File: src/rtl/muldiv_pkg.sv
// Shared types and helpers for the iterative RV32M multiply/divide unit.
// Optional build macro: MULDIV_FAST_SPECIAL_EN (see muldiv_unit).
package muldiv_pkg;

    typedef enum logic [2:0] {
        OP_MUL    = 3'b000,
        OP_MULH   = 3'b001,
        OP_MULHSU = 3'b010,
        OP_MULHU  = 3'b011,
        OP_DIV    = 3'b100,
        OP_DIVU   = 3'b101,
        OP_REM    = 3'b110,
        OP_REMU   = 3'b111
    } funct3_e;

    typedef enum logic [1:0] {
        IDLE,
        CALC,
        DONE
    } state_e;

    function automatic logic is_div(input funct3_e f);
        return f[2];
    endfunction

    function automatic logic is_signed_rs1(input funct3_e f);
        return f inside {OP_MUL, OP_MULH, OP_MULHSU, OP_DIV, OP_REM};
    endfunction

    function automatic logic is_signed_rs2(input funct3_e f);
        return f inside {OP_MUL, OP_MULH, OP_DIV, OP_REM};
    endfunction

endpackage

File: src/rtl/muldiv_ctrl.sv
// Control FSM for muldiv_unit: handshake, step counter, flush handling.
// fast_i (driven only when MULDIV_FAST_SPECIAL_EN is defined) ends CALC after the first step.
module muldiv_ctrl
    import muldiv_pkg::*;
#(
    parameter int unsigned DATA_WIDTH = 32
) (
    input  logic clk,
    input  logic rst_n,
    input  logic valid_i,
    input  logic flush_i,
    input  logic fast_i,
    output logic ready_o,
    output logic accept_o,
    output logic step_en_o,
    output logic load_result_o,
    output logic done_o
);

    localparam int unsigned CW = $clog2(DATA_WIDTH);
    localparam logic [CW-1:0] LAST = CW'(DATA_WIDTH - 1);

    state_e          state_q, state_d;
    logic [CW-1:0]   cnt_q, cnt_d;

    always_ff @(posedge clk or negedge rst_n) begin
        if (!rst_n) begin
            state_q <= IDLE;
            cnt_q   <= '0;
        end else begin
            state_q <= state_d;
            cnt_q   <= cnt_d;
        end
    end

    always_comb begin
        state_d       = state_q;
        cnt_d         = cnt_q;
        ready_o       = 1'b0;
        accept_o      = 1'b0;
        step_en_o     = 1'b0;
        load_result_o = 1'b0;
        done_o        = 1'b0;
        unique case (state_q)
            IDLE: begin
                ready_o = 1'b1;
                if (valid_i && !flush_i) begin
                    accept_o = 1'b1;
                    cnt_d    = '0;
                    state_d  = CALC;
                end
            end
            CALC: begin
                if (flush_i) begin
                    cnt_d   = '0;
                    state_d = IDLE;
                end else begin
                    step_en_o = 1'b1;
                    cnt_d     = cnt_q + CW'(1);
                    if (cnt_q == LAST || fast_i) begin
                        load_result_o = 1'b1;
                        cnt_d         = '0;
                        state_d       = DONE;
                    end
                end
            end
            DONE: begin
                done_o  = 1'b1;
                state_d = IDLE;
            end
            default: state_d = IDLE;
        endcase
    end

endmodule

File: src/rtl/muldiv_unit.sv
// Iterative RV32M multiply/divide unit: shift-add multiply, restoring divide, one step per cycle.
// Define MULDIV_FAST_SPECIAL_EN to finish div-by-zero, signed overflow and zero-operand multiply in one step.
module muldiv_unit
    import muldiv_pkg::*;
#(
    parameter int unsigned DATA_WIDTH = 32
) (
    input  logic                  iCLK,
    input  logic                  iRSTN,
    input  logic                  iValid,
    input  logic [2:0]            iFunct3,
    input  logic [DATA_WIDTH-1:0] iRS1,
    input  logic [DATA_WIDTH-1:0] iRS2,
    input  logic                  iFlush,
    output logic                  oReady,
    output logic                  oValid,
    output logic [DATA_WIDTH-1:0] oResult
);

    localparam int unsigned W = DATA_WIDTH;
    localparam logic [W-1:0] MOST_NEG = {1'b1, {(W-1){1'b0}}};

    logic accept, step_en, load_result, done, fast;

    funct3_e        op_q, op_d, op_in;
    logic           neg_q, neg_d, special_q, special_d;
    logic [W-1:0]   a_q, a_d, b_q, b_d, spec_res_q, spec_res_d, result_q, result_d;
    logic [2*W-1:0] acc_q, acc_d, prod;

    logic           s1, s2, ge, div0, ovf, mzero;
    logic [W-1:0]   mag1, mag2, quo, rem;
    logic [W:0]     rem_shift, sum;

`ifdef MULDIV_FAST_SPECIAL_EN
    assign fast = special_q;
`else
    assign fast = 1'b0;
`endif

    muldiv_ctrl #(.DATA_WIDTH(DATA_WIDTH)) u_ctrl (
        .clk          (iCLK),
        .rst_n        (iRSTN),
        .valid_i      (iValid),
        .flush_i      (iFlush),
        .fast_i       (fast),
        .ready_o      (oReady),
        .accept_o     (accept),
        .step_en_o    (step_en),
        .load_result_o(load_result),
        .done_o       (done)
    );

    always_ff @(posedge iCLK or negedge iRSTN) begin
        if (!iRSTN) begin
            op_q       <= OP_MUL;
            neg_q      <= 1'b0;
            special_q  <= 1'b0;
            a_q        <= '0;
            b_q        <= '0;
            spec_res_q <= '0;
            result_q   <= '0;
            acc_q      <= '0;
        end else begin
            op_q       <= op_d;
            neg_q      <= neg_d;
            special_q  <= special_d;
            a_q        <= a_d;
            b_q        <= b_d;
            spec_res_q <= spec_res_d;
            result_q   <= result_d;
            acc_q      <= acc_d;
        end
    end

    always_comb begin
        op_d       = op_q;
        neg_d      = neg_q;
        special_d  = special_q;
        a_d        = a_q;
        b_d        = b_q;
        spec_res_d = spec_res_q;
        result_d   = result_q;
        acc_d      = acc_q;

        op_in = funct3_e'(iFunct3);
        s1    = is_signed_rs1(op_in) && iRS1[W-1];
        s2    = is_signed_rs2(op_in) && iRS2[W-1];
        mag1  = s1 ? -iRS1 : iRS1;
        mag2  = s2 ? -iRS2 : iRS2;
        div0  = is_div(op_in) && (iRS2 == '0);
        ovf   = (op_in == OP_DIV || op_in == OP_REM) && (iRS1 == MOST_NEG) && (iRS2 == '1);
        mzero = !is_div(op_in) && (iRS1 == '0 || iRS2 == '0);

        rem_shift = acc_q[2*W-1:W-1];
        ge        = rem_shift >= {1'b0, b_q};
        sum       = {1'b0, acc_q[2*W-1:W]} + (acc_q[0] ? {1'b0, a_q} : '0);

        if (accept) begin
            op_d       = op_in;
            neg_d      = (is_div(op_in) && op_in[1]) ? s1 : (s1 ^ s2);
            a_d        = mag1;
            b_d        = mag2;
            acc_d      = {{W{1'b0}}, is_div(op_in) ? mag1 : mag2};
            special_d  = div0 || ovf || mzero;
            spec_res_d = '0;
            if (div0)
                spec_res_d = op_in[1] ? iRS1 : '1;
            else if (ovf)
                spec_res_d = op_in[1] ? '0 : MOST_NEG;
        end else if (step_en) begin
            if (is_div(op_q))
                acc_d = {ge ? rem_shift[W-1:0] - b_q : rem_shift[W-1:0], acc_q[W-2:0], ge};
            else
                acc_d = {sum, acc_q[W-1:1]};
        end

        // Sign correction uses the post-step accumulator so the last step and negate share one edge.
        prod = neg_q ? -acc_d : acc_d;
        quo  = neg_q ? -acc_d[W-1:0] : acc_d[W-1:0];
        rem  = neg_q ? -acc_d[2*W-1:W] : acc_d[2*W-1:W];

        if (load_result) begin
            if (special_q)
                result_d = spec_res_q;
            else begin
                unique case (op_q)
                    OP_MUL:                       result_d = prod[W-1:0];
                    OP_MULH, OP_MULHSU, OP_MULHU: result_d = prod[2*W-1:W];
                    OP_DIV, OP_DIVU:              result_d = quo;
                    default:                      result_d = rem;
                endcase
            end
        end
    end

    assign oValid  = done;
    assign oResult = result_q;

endmodule

File: config.mk
export PLATFORM = sky130hd
export DESIGN_NAME = muldiv_unit
export DESIGN_NICKNAME = d
export VERILOG_FILES = /design/src/rtl/muldiv_pkg.sv /design/src/rtl/muldiv_ctrl.sv /design/src/rtl/muldiv_unit.sv
export SDC_FILE = /design/constraint.sdc
export NUM_CORES = 1
export LEC_CHECK = 0
export ABC_CLOCK_PERIOD_IN_PS = 14160
export CAP_MARGIN = 5
export CORE_MARGIN = 5
export CORE_UTILIZATION = 45
export DETAILED_ROUTE_END_ITERATION = 7
export PLACE_DENSITY_LB_ADDON = 0.08
export SLEW_MARGIN = 20
export SYNTH_ARGS = -nofsm -noshare
export SYNTH_HDL_FRONTEND = slang
export SYNTH_SLANG_ARGS = --single-unit
File: constraint.sdc
create_clock -name iCLK -period 14.16 [get_ports iCLK]
set_input_delay 3.54 -clock iCLK [delete_from_list [all_inputs] [get_ports iCLK]]
set_output_delay 3.54 -clock iCLK [all_outputs]
set_load 0.03 [all_outputs]
==> metrics, run 1 <==
run status=finished, violations left; failing checks=DRC; Critical R2R Launch=acc_q[43]; Wirelength per Cell=28.8 um; crit-path max cell delay=0.83 ns; top cell type's share of synthesized area=27.1%; Hold WC Path Type=flip-flop to flip-flop; CP arrival=9.79 ns; total grt overflow=0; WP data required=14.64 ns; Routed WL=86.3 mm; area grow syn2layout=11.3%; I/O Pins=105; critical path class=input port to flip-flop; worst r2r dst=oResult[16]; YS warnings=0; largest net degree at the start of global routing=120; #FFs+latches synth=204; Setup Fix Bufs, Post-CTS=0; final net count=2,583; input/output buffers=104; vias in the first global route=18,800; row cnt=75; GPL Wtd Cong=1.02; CP dominant cell by count=o21ai_0; total CTS buffers=25; Flop pwr share=22.0%; Max-slew headroom=29.8%; register area share after synthesis=27.1%; Hold-fix buffers, CTS=0; Detail Placement HPWL=66.5 mm; syn_area_per_cell=7.71 sq um; Core Box Area=41,700 sq um; Vias/cell=6.74; max_cap viols=0; GRT Total Usage=35.7%; pwr/cell area=189 nW/um^2; top post-synthesis cells by count=nand2_1, o21ai_0, dfrtp_1, a21oi_1, nor2_1; endpoint type of the worst setup path=flip-flop; Final Cycle Share=65.8%; Hold Fails Final Rpt=0; initial antenna violation count=2; Pleak=0.00842 uW; Die X=215 um; Hold Path Origin=a_q[26]; Vias=20,200; total power=3960 uW; internal power=1860 uW; Switching Share=53.1%; Critical Path Sink=oResult[3]; Syn Nets=2,587; Peak VDD IR=0.127 mV; RSZ-0062 raised after global routing=no; synth unique cells=89; TritonCTS clock tree=built; first-pass GRT wire length=127 mm; Final Skew=0.0233 ns; startpoint types=input port; crit-path max FO=8; drt first pass iters=8; Sw Pwr=2100 uW; Slew Limit Fails=0; Critical Path Source=iRS2[0]; most frequent cell after synthesis=nand2_1; R2R depth=22; PostCTS Resize Cnt=0; largest cells by area after synthesis=dfrtp_1, o21ai_0, nand2_1, ha_1, a21oi_1; Post-route DRC=2; height of the die=215 um; clock power share=15.9%; Main synth FF type=dfrtp_1; slowest cell on the critical path=nor4b_1; die area=46,000 sq um; root buf cell=clkbuf_16; clk slew on worst S/H paths=0.06 ns; share of layout cells above drive strength 1=5.54%; Max Clk Rate=107 MHz; Slew @ Worst Pin=1.03 ns; # H-tree levels=1; setup tns final=0 ns; worst skew pair latency=0.57 ns; Post-Syn Area=18,800 sq um; Post-synth ARST share=100%; Synth area leader=dfrtp_1; starting density of the core=45.2%; Iteration-0 DRC Markers=2,670; Final setup viols=0; Comb pwr share=62.0%; flop-to-flop setup slack=6.25 ns; Critical Path, Cell by Cell=clkdlybuf4s50_1 -> inv_1 -> ha_1 -> nor4b_1 -> nand4_1 -> o31ai_1 -> xor2_1 -> a211oi_1 -> or4b_4 -> or3_1 -> o41a_1 -> mux2i_1 -> xor2_1 -> o21ai_0 -> o21ai_0 -> o21ai_0; Max clock buf depth=3; minimum clock period=9.31 ns; clock sink total=204; number of flops mapped to enable cells by yosys=0; Synth Instances=2,443; Routed Antenna Nets=0
-- how the worst min path moves through the flow --
stage,end,cells after the start,slack (ns)
after floorplan,a_q[4],2,0.44
after detailed placement,a_q[24],2,0.46
after CTS,a_q[24],2,0.47
after global routing,a_q[16],2,0.50
final,a_q[26],2,0.47
after global placement,a_q[14],2,0.45
-- layout by cell type (no fill, tap or decap), drive strengths merged, types with 71 or more instances in the layout --
| cell type | count |
|---|---|
| nor2 | 151 |
| nor3 | 71 |
| a21oi | 168 |
| dfrtp | 204 |
| xnor2 | 90 |
| clkdlybuf4s50 | 102 |
| inv | 83 |
| nand2 | 284 |
| o21ai | 245 |
| ha | 71 |
-- final cells by class --
| cell class | count | area, sq um |
|---|---|---|
| multi-input combinational | 1985 | 12700 |
| sequential | 204 | 5110 |
| timing repair buffer | 140 | 1320 |
| inverter | 83 | 312 |
| clock buffer | 34 | 709 |
| clock inverter | 10 | 77.6 |
| antenna | 1 | 2.50 |
| fill | 4152 | 20700 |
| tap | 539 | 674 |
-- metrics by stage --
stage | instances | setup WS [ns] | util, % | cell area [sq um] | hold slack, ns
2_1_floorplan | 2443 | 5.74 | - | 18800 | 0.438
3_3_place_gp | 2951 | 4.25 | 48.4 | 20200 | 0.455
3_5_place_dp | 2951 | 4.30 | 48.4 | 20200 | 0.459
4_1_cts | 2995 | 4.86 | 50.3 | 20900 | 0.472
5_1_grt | 2995 | 4.55 | 50.3 | 20900 | 0.497
6_report | 2996 | 4.85 | 50.3 | 21000 | 0.467
-- sequential cells by signal, indices dropped and copies added (netlist names) --
| register | count |
|---|---|
| acc_q | 64 |
| b_q | 32 |
| neg_q | 1 |
| special_q | 1 |
| spec_res_q | 32 |
| oResult | 32 |
| a_q | 32 |
| u_ctrl.state_q | 2 |
| u_ctrl.cnt_q | 5 |
| op_q | 3 |
-- per-layer routing --
metal / up-vias / global-route usage [%] / wire length (um)
li1: 9087 / - / -
met1: 9818 / 48.8 / 35800
met2: 1126 / 56.5 / 38600
met3: 171 / 5.77 / 7520
met4: 0 / 15.0 / 4300
met5: - / 0 / 0
-- power groups by stage --
stage / registers [uW] / clock network, uW / logic [uW]
after floorplan: 775 / 0 / 1620
after CTS: 862 / 636 / 2380
after global routing: 874 / 658 / 2620
after global placement: 872 / 0 / 2360
after detailed placement: 873 / 0 / 2360
final: 871 / 631 / 2450
-- cells by family after synthesis --
group | after synthesis | share of synthesized area (%)
and+or+nand+nor | 871 | 23.5
muxes | 60 | 3.24
xor gates and xnor gates | 142 | 6.61
buffers and inverters | 254 | 5.38
DFF | 204 | 27.1
adders and majority gates | 73 | 4.93
AOI/OAI and AO/OA | 839 | 29.3
-- critical path, delay by kind of cell --
family,cells,cell delay [ns]
muxes,1,0.26
adders and majority gates,1,0.24
buffers and inverters,2,0.68
and+or+nand+nor,4,2.46
xor gates and xnor gates,2,0.54
AOI/OAI and AO/OA,6,2.05
No activity file was read; power rests on OpenSTA's default activity.
==> run 2: changes to the inputs <==
- ABC_CLOCK_PERIOD_IN_PS: 14160 -> 7900
- clock period: 14.16 -> 7.9 ns (I/O delays scaled with it)
==> run 2 against run 1 <==
Compared with the run above: the flow now finishes without violations; clock power grew 74%; routed wire length shrank 0.89%; critical endpoint is now oResult[24]; utilization rose by 0.97 points; clock skew grew 0.010 ns; critical path depth rose by 4; via count rose by 1.3%; die area is the same; cell area is 1.9% higher; count of clock-buffer cells in the layout is 2 lower; sequential share of layout area shrank 0.46 points.
==> metrics, run 2 (same netlist as run 1, synthesis figures left out) <==
Reg area=5110 sq um (unchanged); Die X=215 um (unchanged); max_cap viols=0 (unchanged); worst r2r dst=oResult[24]; Final Cycle Share=89.8%; root buf cell=clkbuf_16; Max-slew headroom=28.0% (-1.8 points); Routed Antenna Nets=0 (unchanged); final core utilization=51.3% (+0.97 points); die area=46,000 sq um (unchanged); Hold WC Path Type=flip-flop to flip-flop; n_diodes=0 (-1); input/output buffers=104 (unchanged); Setup Fix Bufs, Post-CTS=0 (unchanged); area grow syn2layout=13.4%; Hold EP=a_q[3]; endpoint type of the worst setup path=flip-flop; PostCTS Resize Cnt=0 (unchanged); clk slew on worst S/H paths=0.06 ns (about the same); minimum clock period=7.09 ns; number of flip-flops in the largest register=64 (unchanged); startpoint types=flip-flop; Placement Cell Area=20,600 sq um (+2.2%); Vias=20,500 (+1.3%); Pleak=0.00869 uW (+3.2%); flop-to-flop setup slack=0.81 ns (-5.44 ns); Final setup viols=0 (unchanged); starting density of the core=45.2% (unchanged); CP arrival=7.49 ns (-2.30 ns); RSZ-0062 raised after global routing=no; final net count=2,644 (+2.4%); vias in the first global route=19,000 (+0.92%); # H-tree levels=1 (unchanged); Final Skew=0.0336 ns (+0.0102 ns); pwr/cell area=333 nW/um^2 (+76%); Iteration-0 DRC Markers=2,616 (-2.0%); first-pass GRT wire length=126 mm (-0.57%); Max Clk Rate=141 MHz; setup ws final=0.806 ns (-4.04 ns); share of layout cells above drive strength 1=7.63% (+2.1 points); clock sink total=204 (unchanged); FILL cells=4,168 (+0.39%); Wirelength per Cell=28.0 um (-2.8%); run status=finished, final reports clean; worst skew pair latency=0.56 ns (about the same); I/O Pins=105 (unchanged); R2R depth=20 (-9.1%); WP data required=8.30 ns (-6.34 ns); setup tns final=0 ns (unchanged); Hold-fix buffers, CTS=0 (unchanged); Slew @ Worst Pin=1.07 ns (+0.0394 ns); GPL Wtd Cong=1.05 (+2.4%); Post-route DRC=0 (-2); height of the die=215 um (unchanged); most frequent cells in the layout=nand2_1, o21ai_0, dfrtp_1; Multi-input gate area=12,700 sq um (about the same); total CTS buffers=24 (-4.0%); Final Cell Area=21,400 sq um (+1.9%); Slew Limit Fails=0 (unchanged); row cnt=75 (unchanged); Hold Fails Final Rpt=0 (unchanged); TritonCTS clock tree=built; Max clock buf depth=3 (unchanged); initial antenna violation count=0 (-2); Biggest register=acc_q; GRT Total Usage=35.5% (-0.25 points); Critical R2R Launch=acc_q[39]; Hold Path Depth=2 (unchanged); Routed WL=85.5 mm (-0.89%); commonest non-fill, non-tap cell in the layout=nand2_1; critical path class=flip-flop to flip-flop; Peak VDD IR=0.177 mV (+39%); crit-path max FO=20 (+12); total grt overflow=0 (unchanged); drt first pass iters=6 (-2); Hold Path Origin=a_q[3]; worst slack, placed=0.495 ns (-3.80 ns); largest net degree at the start of global routing=109 (-9.2%); Core Box Area=41,700 sq um (unchanged); Detail Placement HPWL=67.0 mm (+0.71%); Vias/cell=6.70 (-0.62%)
==> run 2: worst max-delay path by stage <==
stage | start | end | cells past startpoint
floorplan | iFlush | oResult[26] | 21
global placement | iFunct3[1] | oResult[3] | 16
detailed placement | iRS2[18] | oResult[3] | 14
CTS | acc_q[39] | oResult[24] | 20
global route | acc_q[39] | oResult[24] | 20
finish | acc_q[39] | oResult[24] | 20
==> run 2: worst max-delay path, cell delays in order, from the launching register on <==
cell	delay [ns]
dfrtp_1	0.51
ha_1	0.48
nand4_1	0.23
or4_1	0.60
or4_1	0.60
and3_1	0.51
a21o_1	0.30
a41oi_1	0.54
inv_1	0.20
ha_1	0.37
a21boi_0	0.17
nand4_1	0.12
a22oi_1	0.11
o211ai_1	0.55
nor4_2	0.09
buf_4	0.21
and2_1	0.18
and3_1	0.20
a2bb2oi_1	0.14
a211oi_1	0.61
o21ai_0	0.21
==> run 2: layer usage <==
metal / wire length (um) / up-vias / track usage, %
li1: - / 9216 / -
met1: 35400 / 9904 / 48.7
met2: 37400 / 1139 / 54.7
met3: 7510 / 214 / 5.55
met4: 5160 / 0 / 17.4
met5: 0 / - / 0
==> run 2: power by group <==
part | total, uW | internal, uW | switching, uW
sequential | 1570 | 1240 | 332
clock | 1100 | 614 | 489
combinational | 4440 | 1520 | 2920
==> run 2: per-stage QoR <==
step / hold slack, ns / std cells / power (uW)
2_1_floorplan: 0.438 / 2443 / 4300
3_3_place_gp: 0.454 / 3013 / 5840
3_5_place_dp: 0.463 / 3013 / 5870
4_1_cts: 0.477 / 3055 / 6990
5_1_grt: 0.499 / 3055 / 7480
6_report: 0.474 / 3055 / 7110
==> run 2: area by class of cell <==
type | instances | share of cell area (%)
timing repair buffer | 202 | 8.34
sequential | 204 | 23.9
inverter | 83 | 1.46
tap | 539 | 3.16
clock inverter | 10 | 0.457
clock buffer | 32 | 3.05
multi-input combinational | 1985 | 59.6
